$ cat src/rtl/simon_btn_decoder.sv
// Synchronises, debounces and one-hot-qualifies the four Simon buttons into one press code per physical press.
// Latency: press_valid rises DEBOUNCE_CYCLES+3 edges after btn goes stable; held with a stable code until press_ready.
module simon_btn_decoder #(
    parameter int unsigned DEBOUNCE_CYCLES = 1000000,
    parameter int unsigned CNT_W           = 20
) (
    input  logic       clk,
    input  logic       reset,
    input  logic [3:0] btn,
    input  logic       en,
    input  logic       press_ready,
    output logic       press_valid,
    output logic [1:0] press_code,
    output logic       multi_err,
    output logic       busy
);

    typedef enum logic [1:0] {
        ST_IDLE,
        ST_ARM,
        ST_VALID,
        ST_RELEASE
    } state_t;

    localparam logic [CNT_W-1:0] CNT_LAST = CNT_W'(DEBOUNCE_CYCLES - 1);

    state_t             state_q, state_d;
    logic [CNT_W-1:0]   cnt_q, cnt_d;
    logic [3:0]         cand_q, cand_d;
    logic [3:0]         btn_meta_q, btn_meta_d;
    logic [3:0]         btn_s_q, btn_s_d;
    logic               press_valid_q, press_valid_d;
    logic [1:0]         press_code_q, press_code_d;
    logic               multi_err_q, multi_err_d;
    logic [1:0]         cand_idx;

    always_comb begin
        case (cand_q)
            4'b0010: cand_idx = 2'd1;
            4'b0100: cand_idx = 2'd2;
            4'b1000: cand_idx = 2'd3;
            default: cand_idx = 2'd0;
        endcase
    end

    always_comb begin
        btn_meta_d    = btn;
        btn_s_d       = btn_meta_q;
        state_d       = state_q;
        cnt_d         = cnt_q;
        cand_d        = cand_q;
        press_valid_d = press_valid_q;
        press_code_d  = press_code_q;
        multi_err_d   = 1'b0;

        case (state_q)
            ST_IDLE: begin
                if (en && (btn_s_q != 4'b0000)) begin
                    state_d = ST_ARM;
                    cand_d  = btn_s_q;
                    cnt_d   = '0;
                end
            end
            ST_ARM: begin
                if (btn_s_q == 4'b0000) begin
                    state_d = ST_IDLE;
                    cnt_d   = '0;
                end else if (btn_s_q != cand_q) begin
                    cand_d = btn_s_q;
                    cnt_d  = '0;
                end else if (cnt_q == CNT_LAST) begin
                    cnt_d = '0;
                    // Chords are flagged and then treated like a consumed press.
                    if ($onehot(cand_q)) begin
                        state_d       = ST_VALID;
                        press_valid_d = 1'b1;
                        press_code_d  = cand_idx;
                    end else begin
                        state_d     = ST_RELEASE;
                        multi_err_d = 1'b1;
                    end
                end else begin
                    cnt_d = cnt_q + CNT_W'(1);
                end
            end
            ST_VALID: begin
                if (press_valid_q && press_ready) begin
                    state_d       = ST_RELEASE;
                    press_valid_d = 1'b0;
                    cnt_d         = '0;
                end
            end
            ST_RELEASE: begin
                if (btn_s_q != 4'b0000) begin
                    cnt_d = '0;
                end else if (cnt_q == CNT_LAST) begin
                    state_d = ST_IDLE;
                    cnt_d   = '0;
                end else begin
                    cnt_d = cnt_q + CNT_W'(1);
                end
            end
            default: begin
                state_d = ST_RELEASE;
                cnt_d   = '0;
            end
        endcase
    end

    always_ff @(posedge clk) begin
        if (reset) begin
            state_q       <= ST_RELEASE;
            cnt_q         <= '0;
            cand_q        <= 4'b0000;
            btn_meta_q    <= 4'b0000;
            btn_s_q       <= 4'b0000;
            press_valid_q <= 1'b0;
            press_code_q  <= 2'd0;
            multi_err_q   <= 1'b0;
        end else begin
            state_q       <= state_d;
            cnt_q         <= cnt_d;
            cand_q        <= cand_d;
            btn_meta_q    <= btn_meta_d;
            btn_s_q       <= btn_s_d;
            press_valid_q <= press_valid_d;
            press_code_q  <= press_code_d;
            multi_err_q   <= multi_err_d;
        end
    end

    assign press_valid = press_valid_q;
    assign press_code  = press_code_q;
    assign multi_err   = multi_err_q;
    assign busy        = (state_q != ST_IDLE);

endmodule

$ cat config.mk
export PLATFORM = sky130hd
export DESIGN_NAME = simon_btn_decoder
export DESIGN_NICKNAME = d
export VERILOG_FILES = /design/src/rtl/simon_btn_decoder.sv
export SDC_FILE = /design/constraint.sdc
export NUM_CORES = 1
export LEC_CHECK = 0
export CORE_ASPECT_RATIO = 2
export CORE_MARGIN = 4
export CORE_UTILIZATION = 50
export DETAILED_ROUTE_END_ITERATION = 10
export PLACE_DENSITY = 0.69
export SLEW_MARGIN = 0
export SYNTH_ARGS = -nofsm -noshare
export SYNTH_HDL_FRONTEND = slang
export SYNTH_SLANG_ARGS = --single-unit
$ cat constraint.sdc
create_clock -name clk -period 6 [get_ports clk]
set_input_delay 1.2 -clock clk [delete_from_list [all_inputs] [get_ports clk]]
set_output_delay 1.2 -clock clk [all_outputs]
set_load 0.05 [all_outputs]
* Word-level counts from Yosys, hierarchy flattened
Index checks and enable logic that the tools add are counted.
** Storage, ports and cells
- Bits in registers :: 38
- Input port bits :: 8
- Output and inout bits :: 5
- Word-level logic and storage cells :: 78
** Operators by class
- Add/sub/neg operators :: 4
- Eq/ne operators :: 20
- Multiplexer cells :: 28
- Bitwise logic cells :: 4
- Reduce and logical (&&, ||, !) cells :: 14
** Operators with widths (count)
- $mux 20 :: 6
- $pmux 20 s4 :: 1
- $add 20x1->20 const B :: 1
- $eq 20x20->1 const B :: 1
- $ne 2x2->1 const B :: 9
- $mux 2 :: 7
- $mux 4 :: 3
- $reduce_and 6->1 :: 2
- $pmux 2 s4 :: 1
- $pmux 4 s2 :: 1
- $mux 1 :: 7
- $ne 3x3->1 const B :: 2
- $pmux 2 s3 :: 1
- $reduce_bool 2->1 :: 3
- $reduce_and 5->1 :: 1
- $reduce_or 5->1 :: 1
- $add 1x1->2 :: 2
- $eq 2x2->1 const B :: 2
- $eq 4x2->1 const B :: 1
- $eq 4x3->1 const B :: 1
- $eq 4x4->1 const B :: 1
- $logic_not 4->1 :: 1
- $ne 4x4->1 :: 1
- $not 1->1 :: 4
- 9 further kinds :: 10

* Depth between registers and ports, before layout
- Depth in word-level cells :: 8
- Gate-level depth with buffers :: 11
- Mapped depth without buffers :: 10

* Worst setup path after synthesis
OpenSTA, ideal clock, no wires.
- Path type :: input to register
- Start :: input press_ready
- End :: register cnt_q[15]
- Library setup time :: 0.132 ns
- Arrival time :: 2.170 ns
- Data required time :: 5.868 ns
- Path slack :: 3.698 ns
- Stages :: 6
- Buffers on the path :: 1
- Cell sequence :: and3_1 -> a311oi_2 -> buf_2 -> nor3_1 -> xnor2_1 -> nor3_1
** Between the ends
- Word-level cells in the longest chain between the ends :: 3
** RTL lines
- start, declared :: RTL line 11 : input logic press_ready,
- $logic_and 1x1->1 :: RTL line 87 : if (press_valid_q && press_ready) begin
- $ne 2x2->1 (no source line)
- $reduce_and 2->1 (no source line)
- end signal, assigned :: RTL line 122 : cnt_q <= cnt_d;
- end, declared :: RTL line 28 : logic [CNT_W-1:0] cnt_q, cnt_d;
Every way passes these cells.
A chain may end at the register's enable or synchronous reset.

* Final worst setup path
- Start :: register state_q[0]
- End :: output busy
** Between the ends
- Word-level cells in the longest chain between the ends :: 1
** RTL lines
- start, declared :: RTL line 27 : state_t state_q, state_d;
- start signal, assigned :: RTL line 121 : state_q <= state_d;
- $reduce_bool 2->1 :: RTL line 135 : assign busy = (state_q != ST_IDLE);
- end, declared :: RTL line 15 : output logic busy
Every way passes these cells.

==> key figures <==
Routing
  – Drt drc: 0
  – Drt pass-1 iters: 4
  – Detailed Route Iter0 Violations: 33
  – Vias per cell: 5.66
  – Final wirelength: 4060 um
  – Mean routed wirelength per cell: 15.1 um
  – Antenna Nets Post-Route: 0
  – Vias: 1516

Global route
  – GRT Util Overall: 18.8%
  – Antenna violations before repair: 0
  – Vias in the first global route: 1552
  – First-pass GRT wire length: 6980 um
  – Largest net degree at the start of global routing: 36
  – Grt ovf: 0

Placement
  – Final HPWL from detailed placement: 2990 um
  – RePlAce Congestion: 0.762
  – Place WS: 3.01 ns
  – Dpl cell area: 2050 um^2
  – PortBufs: 12

Timing
  – Slew Limit Fails: 0
  – Setup_tns: 0 ns
  – Tcrit/Tclk final: 50.6%
  – PnR worst setup slack: 2.96 ns
  – FMAX: 329 MHz
  – Tmin final: 3.04 ns
  – RSZ-0062 raised after global routing: no
  – Hold Slack: 0.440 ns
  – Actual slew at the worst max-slew pin: 0.739 ns
  – Slew headroom: 50.7%
  – Clock skew: 0.00840 ns
  – Final setup violation count: 0
  – Final Hold Violating Endpoints: 0

Floorplan
  – Ports: 13
  – Die area: 4900 um^2
  – Die height: 95.1 um
  – Die X-Extent: 51.5 um
  – Rows: 31
  – Core area: 3650 um^2
  – Initial Util: 52.0%

Yosys
  – Share of synthesized cell area in full adder, half adder and majority cells: 4.36%
  – Async SR Flop Fraction: 0%
  – Largest cells by area after synthesis: dfxtp_1, xnor2_1, nor3_1, ha_1, nor2b_1
  – Post-synth EDFFs: 0
  – Sequential fraction of the synthesis area: 40.1%
  – Xor/xnor share of the synthesized area: 9.24%
  – Simple-Gate Fraction of Synth Area: 29.4%
  – Avg Cell Area, Syn: 9.20 um^2
  – Mapped Nets: 220
  – Synth Flop Type: dfxtp_1
  – Synth Area in Compound Gates: 10.6%
  – Post-synthesis mux area share: 2.64%
  – Syn Inst Count: 206
  – Total of warnings raised by yosys: 0
  – Unique cell type count in the Yosys netlist: 42
  – Post-synthesis cell area: 1900 um^2
  – Post-synth top area cell: dfxtp_1
  – #FFs+latches synth: 38
  – Largest family of logic cells by synthesized area: simple AND/OR/NAND/NOR gates
  – Yosys top cell area share: 40.1%

Pwr
  – Reg power frac: 47.4%
  – Psw: 0.000112 W
  – Power share of the clock group: 47.6%
  – Static leakage: 0.801 nW
  – Peak VDD IR: 0.194 mV
  – Pwr Density: 249 nW/um^2
  – Switching power share of the total: 20.6%
  – Comb pwr share: 5.0%
  – P_int: 0.000433 W

Clock tree
  – H-tree Lvls: 2
  – CTS sink count: 38
  – PostCTS Resize Cnt: 0
  – CTS max path bufs: 2
  – Post-CTS Setup Inserts: 0
  – Root Driver: clkbuf_8
  – Clock slew at reported path FFs: 0.08 ns
  – CTS Buf Count: 5
  – Clock latency on the worst-skew pair: 0.29 ns
  – CTS tree: built
  – CTS Hold Bufs: 0

Worst setup path
  – Max stage delay on crit path: 0.79 ns
  – WP data required: 4.80 ns
  – Crit-path max FO: 6
  – Crit Path Class: flop to primary output
  – Max stage delay cell, worst path: clkdlybuf4s50_1
  – Critical path data arrival time: 1.84 ns
  – Worst path cell trace: inv_1 -> nand2_1 -> clkdlybuf4s50_1
  – Setup crit end kind: primary output
  – Crit-path leading delay family: buffers and inverters
  – Buffers & Inverters on Critical Path: 2
  – CP Launch Type: flop

Flow run
  – Max_cap viols: 0

Hold path
  – HP Class: flop to flop

Cells and area
  – Diodes inserted: 0
  – Final Core Density: 60.1%
  – Layout cells sized above 1: 8.68%
  – Most frequent cells in the layout: dfxtp_1, nor3_1, xnor2_1
  – Area growth syn-to-layout: 15.6%
  – Layout fillers: 353
  – Most common library cell in the layout ignoring fill and taps: dfxtp_1
  – Fin nets: 232
  – Fin area: 2190 um^2

Run status
  – Status: finished, final reports clean
-- registers in the layout, summed over array words and instances (netlist names), named ones only --
name         flops
btn_s_q          4
state_q          1
cnt_q           20
multi_err        1
cand_q           4
press_valid      1
press_code       2
btn_meta_q       4
-- cell usage after synthesis, types with 4 or more instances --
master	count
a21oi_1	6
and3_1	4
buf_2	4
clkbuf_1	5
dfxtp_1	38
ha_1	5
inv_1	8
mux2i_1	5
nand2_1	10
nand3_1	5
nor2_1	13
nor2b_1	10
nor3_1	22
o21ai_0	7
xnor2_1	14
xor2_1	6
-- worst paths after layout --
path / startpoint / endpoint / slack [ns] / depth (start not counted)
worst min-delay path: btn_meta_q[1] / btn_s_q[1] / 0.44 / 1
worst max-delay path: state_q[0] / busy / 2.96 / 3
worst min register to register: btn_meta_q[1] / btn_s_q[1] / 0.44 / 1
worst max register to register: cand_q[0] / press_code[0] / 3.54 / 9
-- layer usage --
| metal | GRT usage, % | share of wire (%) | vias to the layer above |
|---|---|---|---|
| li1 | - | - | 762 |
| met1 | 18.3 | 37 | 717 |
| met4 | 10.9 | 4.2 | 0 |
| met3 | 3.60 | 2.1 | 13 |
| met2 | 35.3 | 57 | 24 |
| met5 | 0 | 0 | - |
-- per-stage QoR --
stage	total power, W	cells
floorplan	0.000283	206
global placement	0.000291	260
detailed placement	0.000292	260
CTS	0.000549	268
global route	0.000564	268
finish	0.000546	268
-- final cells by class --
class	count	area, um^2	area share (%)
well taps	49	61.3	2.80
flip-flops and latches	38	761	34.7
clock inverters	3	68.8	3.14
inverters	8	30.0	1.37
repair buffers	14	135	6.17
clock buffers	5	68.8	3.14
multi-input cells	151	1070	48.7
-- power by group through the flow --
stage | Sequential, W | Combinational, W | Clock (W)
final | 0.000258 | 0.0000275 | 0.000260
after global routing | 0.000259 | 0.0000308 | 0.000275
after CTS | 0.000258 | 0.0000278 | 0.000263
after detailed placement | 0.000264 | 0.0000276 | 0
after global placement | 0.000264 | 0.0000271 | 0
after floorplan | 0.000264 | 0.0000190 | 0
-- worst reg2reg max path: stages, from the launching register on --
cell and delay [ns]:
dfxtp_1 0.39, inv_1 0.11, fa_1 0.54, inv_1 0.05
ha_1 0.17, ha_1 0.28, nor2_1 0.14, nand2_1 0.11
or4_1 0.48, a21oi_1 0.15
-- cell families (layout without fill, tap and decap cells) --
kind of cell	Yosys count	after routing
compound gates	28	28
xor+xnor	20	20
mux	5	5
fa+ha+maj	6	6
simple gates	92	92
flops	38	38
buf+inv	17	30
No activity file was read; power rests on OpenSTA's default activity.
